===== src/rtl/result_dump_ctrl_pkg.sv =====
// Shared definitions for the result dumper: FSM encoding and the default
// location/size of the result region in data memory.
package result_dump_ctrl_pkg;

  localparam int default_reg_width   = 12;
  localparam int default_addr_width  = 12;
  localparam int default_result_base = 2300;
  localparam int default_result_len  = 900;

  typedef enum logic [2:0] {
    st_idle  = 3'd0,
    st_armed = 3'd1,
    st_fetch = 3'd2,
    st_capt  = 3'd3,
    st_out   = 3'd4,
    st_done  = 3'd5
  } state_e;

endpackage


===== src/rtl/result_dump_ctrl_if.sv =====
// Valid/ready stream carrying dumped result words toward the host/UART bridge.
interface result_dump_ctrl_if
  import result_dump_ctrl_pkg::*;
#(
  parameter int reg_width = default_reg_width
);

  logic                 dump_valid;
  logic                 dump_ready;
  logic [reg_width-1:0] dump_data;
  logic                 dump_last;

  modport master (
    output dump_valid,
    output dump_data,
    output dump_last,
    input  dump_ready
  );

  modport slave (
    input  dump_valid,
    input  dump_data,
    input  dump_last,
    output dump_ready
  );

endinterface


===== src/rtl/result_dump_ctrl_dump_out_reg.sv =====
// Valid/ready holding register: a loaded word stays on the outputs, unchanged,
// until the sink accepts it.
module dump_out_reg #(
  parameter int width = 12
) (
  input  logic             clk,
  input  logic             reset,
  input  logic             load,
  input  logic [width-1:0] load_data,
  input  logic             load_last,
  input  logic             ready,
  output logic             valid,
  output logic [width-1:0] data,
  output logic             last,
  output logic             fire
);

  assign fire = valid && ready;

  // Load a new word, or retire the current one on the handshake.
  // NOTE: registered state uses non-blocking assignments so every flop samples
  // the pre-edge values, independent of block evaluation order.
  always_ff @(posedge clk) begin
    if (reset) begin
      valid <= 1'b0;
      data  <= '0;
      last  <= 1'b0;
    end else if (load) begin
      valid <= 1'b1;
      data  <= load_data;
      last  <= load_last;
    end else if (fire) begin
      valid <= 1'b0;
      last  <= 1'b0;
    end
  end

endmodule


===== src/rtl/result_dump_ctrl.sv =====
// Result dumper: once both cores report endop, borrows a data-memory read port,
// walks the result region one word at a time and streams it out.
module result_dump_ctrl
  import result_dump_ctrl_pkg::*;
#(
  parameter int                    reg_width   = default_reg_width,
  parameter int                    addr_width  = default_addr_width,
  parameter logic [addr_width-1:0] result_base = addr_width'(default_result_base),
  parameter logic [addr_width-1:0] result_len  = addr_width'(default_result_len)
) (
  input  logic                  clk,
  input  logic                  reset,
  input  logic                  start,
  input  logic                  endop_signal1,
  input  logic                  endop_signal2,
  output logic                  mem_req,
  output logic [addr_width-1:0] mem_addr,
  input  logic [reg_width-1:0]  mem_rd_data,
  result_dump_ctrl_if.master    dump,
  output logic                  busy,
  output logic                  done
);

  // Index of the final word; wraps to all-ones when result_len is 0, but that
  // case never leaves ARMED toward FETCH.
  localparam logic [addr_width-1:0] last_idx = result_len - 1'b1;

  state_e                state, state_next;
  logic                  flag1, flag2;
  logic [addr_width-1:0] cnt;
  logic                  both_set;
  logic                  is_last;
  logic                  load;
  logic                  fire;

  // Current-cycle endops count as well, so both arriving together arm at once.
  assign both_set = (flag1 | endop_signal1) & (flag2 | endop_signal2);
  assign is_last  = (cnt == last_idx);

  // State register.
  always_ff @(posedge clk) begin
    if (reset) state <= st_idle;
    else       state <= state_next;
  end

  // Sticky endop flags live only in ARMED; the word counter restarts there.
  always_ff @(posedge clk) begin
    if (reset) begin
      flag1 <= 1'b0;
      flag2 <= 1'b0;
      cnt   <= '0;
    end else begin
      if (state == st_armed) begin
        flag1 <= flag1 | endop_signal1;
        flag2 <= flag2 | endop_signal2;
      end else begin
        flag1 <= 1'b0;
        flag2 <= 1'b0;
      end
      if (state == st_armed)           cnt <= '0;
      else if (state == st_out && fire) cnt <= cnt + 1'b1;
    end
  end

  // Next-state and memory-port control.
  // NOTE: every signal driven here gets a default first; a path that leaves
  // one unassigned would infer a latch.
  always_comb begin
    state_next = state;
    mem_req    = 1'b0;
    load       = 1'b0;
    unique case (state)
      st_idle:  if (start) state_next = st_armed;
      st_armed: if (both_set) state_next = (result_len == '0) ? st_done : st_fetch;
      st_fetch: begin
        mem_req    = 1'b1;
        state_next = st_capt;
      end
      st_capt: begin
        mem_req    = 1'b1;
        load       = 1'b1;
        state_next = st_out;
      end
      st_out:   if (fire) state_next = is_last ? st_done : st_fetch;
      st_done:  if (start) state_next = st_armed;
      default:  state_next = st_idle;
    endcase
  end

  // Address is forced to zero whenever the port is not ours.
  assign mem_addr = mem_req ? (result_base + cnt) : '0;
  assign busy     = (state == st_armed) || (state == st_fetch) ||
                    (state == st_capt)  || (state == st_out);
  assign done     = (state == st_done);

  dump_out_reg #(
    .width(reg_width)
  ) u_out (
    .clk      (clk),
    .reset    (reset),
    .load     (load),
    .load_data(mem_rd_data),
    .load_last(is_last),
    .ready    (dump.dump_ready),
    .valid    (dump.dump_valid),
    .data     (dump.dump_data),
    .last     (dump.dump_last),
    .fire     (fire)
  );

endmodule


===== src/flat_wrapper.sv =====
// flat-port wrapper written by rule: the top's interface ports become plain ports
module result_dump_ctrl_flat import result_dump_ctrl_pkg::*;
#(
  parameter int                    reg_width   = default_reg_width,
  parameter int                    addr_width  = default_addr_width,
  parameter logic [addr_width-1:0] result_base = addr_width'(default_result_base),
  parameter logic [addr_width-1:0] result_len  = addr_width'(default_result_len)
)
  (clk, reset, start, endop_signal1, endop_signal2, mem_req, mem_addr, mem_rd_data, busy, done, dump_dump_valid, dump_dump_data, dump_dump_last, dump_dump_ready);
  result_dump_ctrl_if #(.reg_width(reg_width)) dump_i ();
  input  logic clk;
  input  logic reset;
  input  logic start;
  input  logic endop_signal1;
  input  logic endop_signal2;
  output logic mem_req;
  output logic [addr_width-1:0] mem_addr;
  input  logic [reg_width-1:0] mem_rd_data;
  output logic busy;
  output logic done;
  output wire logic [$bits(dump_i.dump_valid)-1:0] dump_dump_valid;
  output wire logic [$bits(dump_i.dump_data)-1:0] dump_dump_data;
  output wire logic [$bits(dump_i.dump_last)-1:0] dump_dump_last;
  input wire logic [$bits(dump_i.dump_ready)-1:0] dump_dump_ready;
  assign dump_dump_valid = dump_i.dump_valid;
  assign dump_dump_data = dump_i.dump_data;
  assign dump_dump_last = dump_i.dump_last;
  assign dump_i.dump_ready = dump_dump_ready;
  result_dump_ctrl #(.reg_width(reg_width), .addr_width(addr_width), .result_base(result_base), .result_len(result_len)) u_core (.clk(clk), .reset(reset), .start(start), .endop_signal1(endop_signal1), .endop_signal2(endop_signal2), .mem_req(mem_req), .mem_addr(mem_addr), .mem_rd_data(mem_rd_data), .dump(dump_i), .busy(busy), .done(done));
endmodule

===== config.mk =====
export PLATFORM = sky130hd
export DESIGN_NAME = result_dump_ctrl_flat
export DESIGN_NICKNAME = d
export VERILOG_FILES = /design/src/rtl/result_dump_ctrl_pkg.sv /design/src/rtl/result_dump_ctrl_if.sv /design/src/rtl/result_dump_ctrl_dump_out_reg.sv /design/src/rtl/result_dump_ctrl.sv /design/src/flat_wrapper.sv
export SDC_FILE = /design/constraint.sdc
export NUM_CORES = 1
export LEC_CHECK = 0
export CAP_MARGIN = 15
export CELL_PAD_IN_SITES_DETAIL_PLACEMENT = 1
export CELL_PAD_IN_SITES_GLOBAL_PLACEMENT = 2
export CORE_MARGIN = 2
export CORE_UTILIZATION = 30
export CTS_CLUSTER_DIAMETER = 80
export DETAILED_ROUTE_END_ITERATION = 7
export PLACE_DENSITY = 0.87
export SKIP_LAST_GASP = 1
export SLEW_MARGIN = 20
export SYNTH_ARGS = -nofsm -noshare
export SYNTH_HDL_FRONTEND = slang
export SYNTH_HIERARCHICAL = 1
export SYNTH_SLANG_ARGS = --single-unit

===== constraint.sdc =====
create_clock -name clk -period 3.8 [get_ports clk]
set_input_delay 0.76 -clock clk [delete_from_list [all_inputs] [get_ports clk]]
set_output_delay 0.76 -clock clk [all_outputs]
set_load 0.05 [all_outputs]

==> flow_metrics.tcl <==
set metrics [dict create \
    outcome "finished clean" \
    cts_resized 0 \
    syn2layout_area_growth_pct 35.0 \
    final_core_util_pct 41.7 \
    hold_ws_ns 0.487 \
    antenna_found_initial 0 \
    tightestPinTransition_ns 0.682 \
    setup-violations-final 0 \
    synth_top_area_share_pct 37.0 \
    cts.sinks 31 \
    first_pass_iters 4 \
    holdCritStartpoint "u_core/flag2" \
    critPathMaxStageDelay_ns 0.81 \
    slowest_stage "clkdlybuf4s50_1" \
    cap_violations 0 \
    dieWidth_microns 78.8 \
    cts.path.max_buffers 2 \
    worstSkewPairLatency_ns 0.29 \
    setup_tns_ns 0 \
    wl_microns 4150 \
    layout_setup_ws_ns 0.398 \
    p_clk_share_pct 35.2 \
    vias 1435 \
    post-route-min-period_ns 3.40 \
    syn_area_sq_um 1680 \
    antenna_left 0 \
    timing.fmax_mhz 294 \
    slew_viol_final 0 \
    vdd_drop_max_v 0.000230 \
    crit_chain "inv_1, ha_1, or4b_4, o21bai_1, xor2_1, nor2_1, clkdlybuf4s50_1" \
    ctsRootBufferMaster "clkbuf_8" \
    power_frac_comb_pct 27.7 \
    fin_cells 307 \
    grt_pass1_vias 1432 \
    yosys_warnings 6 \
    cp.arrival_ns 2.64 \
    grt_pass1_wl_microns 7080 \
    drt-wirelength-per-cell_microns 13.5 \
    diodes 0 \
    grt_max_degree 21 \
    fin_worst_skew_ns 0.00951 \
    hold_violations 0 \
    startpoint "u_core/cnt[3]" \
    seqPwrFrac_pct 37.2 \
    start_util_pct 30.8 \
    synthFlopType "dfxtp_1" \
    detail_route.vias_per_cell 4.67 \
    synth_top_cells_by_area "dfxtp_1 (37%), nor2_1 (9.8%), mux2i_1 (8.4%)" \
    gr-total-overflow 0 \
    core_area_sq_um 5440 \
    fin_nets 255 \
    hp-class "reg2reg" \
    rsz0062_at_grt "no" \
    stdcell_area_sq_um 2270 \
    worstSetupPathType "reg2out" \
    post-cts-setup-buffer-count 0 \
    startpoint_type "flip-flop" \
    synth-seq-area-share_pct 37.0 \
    crit_fanout 6 \
    fp.dieArea_sq_um 6210 \
    grt_usage_pct 14.7 \
    synth_edf_count 0 \
    pwr_density_cell_nw_per_um2 430 \
    dp_cells 299 \
    dpl_cell_area_sq_um 2140 \
    boundaryPins 47 \
    drt_iter0_drc 38 \
    cts_tree "built" \
    timing.rr.start "u_core/state[2]" \
    p_int_mw 0.655 \
    syn_avg_cell_area_sq_um 8.74 \
    die_y_microns 78.8 \
    end_kind "primary output" \
    cts-hold-fix-buffers 0 \
    worstPathRequired_ns 3.04 \
    postSynthCellCount 192 \
    p_sw_mw 0.320 \
    synth_seq_cells 31 \
    dp_hpwl_microns 2920 \
    path_clk_slew_ns 0.07 \
    numPortBuffers 46 \
    totalPowerFinal_mw 0.974 \
    post-route-period-util_pct 89.5 \
    slew_headroom_pct 54.5 \
    p_sw_share_pct 32.8 \
    cts_htree_levels 2 \
    async_reset_ff_share_pct 0 \
    synth_nets 213 \
    leakage_nw 0.838 \
    synth_area_leader_cell "dfxtp_1" \
    place_congestion 0.784 \
    place_ws_ns 0.686 \
    numCtsBuffers 5 \
    drc 0 \
    yosysUniqueCellTypes 43 \
    num_rows 27 \
    drive_above_1_share_pct 11.5 \
]
==> power groups by stage <==
stage	registers [mW]	logic, mW	clock network, mW
floorplan	0.370	0.191	0
global placement	0.368	0.270	0
detailed placement	0.369	0.272	0
CTS	0.361	0.273	0.356
global route	0.365	0.289	0.368
finish	0.362	0.270	0.342
==> worst max-delay path, delay by kind of cell, from the launching register on <==
kind                     cells  cell delay (ns)
buffers and inverters        2             0.92
XOR/XNOR                     1             0.09
adder cells (fa/ha/maj)      1             0.20
flip-flops                   1             0.36
AND/OR/NAND/NOR              2             0.61
AO/OA/AOI/OAI                1             0.17
==> final cells by class <==
cell class / count / area (sq um)
clock buffers: 6 / 82.6
clock inverters: 2 / 35.0
fillers: 628 / 3170
inverters: 7 / 26.3
multi-input cells: 141 / 936
flip-flops and latches: 31 / 621
well taps: 72 / 90.1
repair buffers: 48 / 475
==> registers in the layout, summed over array words and instances (netlist names) <==
name and flops:
u_core/u_out/last 1, u_core/u_out/data 12, u_core/u_out/valid 1, u_core/flag2 1
u_core/state 3, u_core/cnt 12, u_core/flag1 1
==> logic make-up (layout without fill, tap and decap cells) <==
logic type	count (synthesis)	in the layout	share of synthesized area (%)
XOR/XNOR	16	16	8.35
multiplexers	16	16	9.69
adder cells (fa/ha/maj)	3	3	2.24
AND/OR/NAND/NOR	87	87	26.9
buffers and inverters	20	63	7.46
AO/OA/AOI/OAI	19	19	8.35
flip-flops	31	31	37.0
==> cells in the mapped netlist (2+ instances only) <==
cell type,instances
nor2_1,44
dfxtp_1,31
mux2i_1,14
nand2_1,12
xnor2_1,8
xor2_1,8
inv_1,7
a21oi_1,5
buf_6,5
nand4_1,5
clkbuf_1,4
and2_1,3
and3_1,3
buf_4,3
ha_1,3
o21bai_1,3
or2b_2,3
mux2_2,2
nand2b_1,2
nor4_1,2
o21ai_0,2
o31ai_2,2
==> worst paths after layout <==
kind | slack, ns | cells after the start | end
max | 0.40 | 7 | mem_addr[10]
min | 0.49 | 2 | u_core/flag2
max reg2reg | 1.43 | 6 | u_core/u_out/last
min reg2reg | 0.49 | 2 | u_core/flag2
==> layer usage <==
metal	up-vias	wire length (microns)	track usage [%]
met1	674	1950	17.7
met3	6	222	4.77
li1	729	-	-
met4	0	85	6.32
met2	26	1890	24.0
met5	-	0	0
==> placed cells by master, fill, tap and decap left out, types with 3 or more instances in the layout <==
master | synthesis | final
ha_1 | 3 | 3
nand2_1 | 12 | 12
clkbuf_8 | 0 | 6
mux2i_1 | 14 | 14
inv_1 | 7 | 7
and2_1 | 3 | 3
or2b_2 | 3 | 3
clkdlybuf4s50_1 | 0 | 46
xor2_1 | 8 | 8
nor2_1 | 44 | 44
nand4_1 | 5 | 5
dfxtp_1 | 31 | 31
a21oi_1 | 5 | 5
xnor2_1 | 8 | 8
and3_1 | 3 | 3
(Power assumes the default switching activity.)
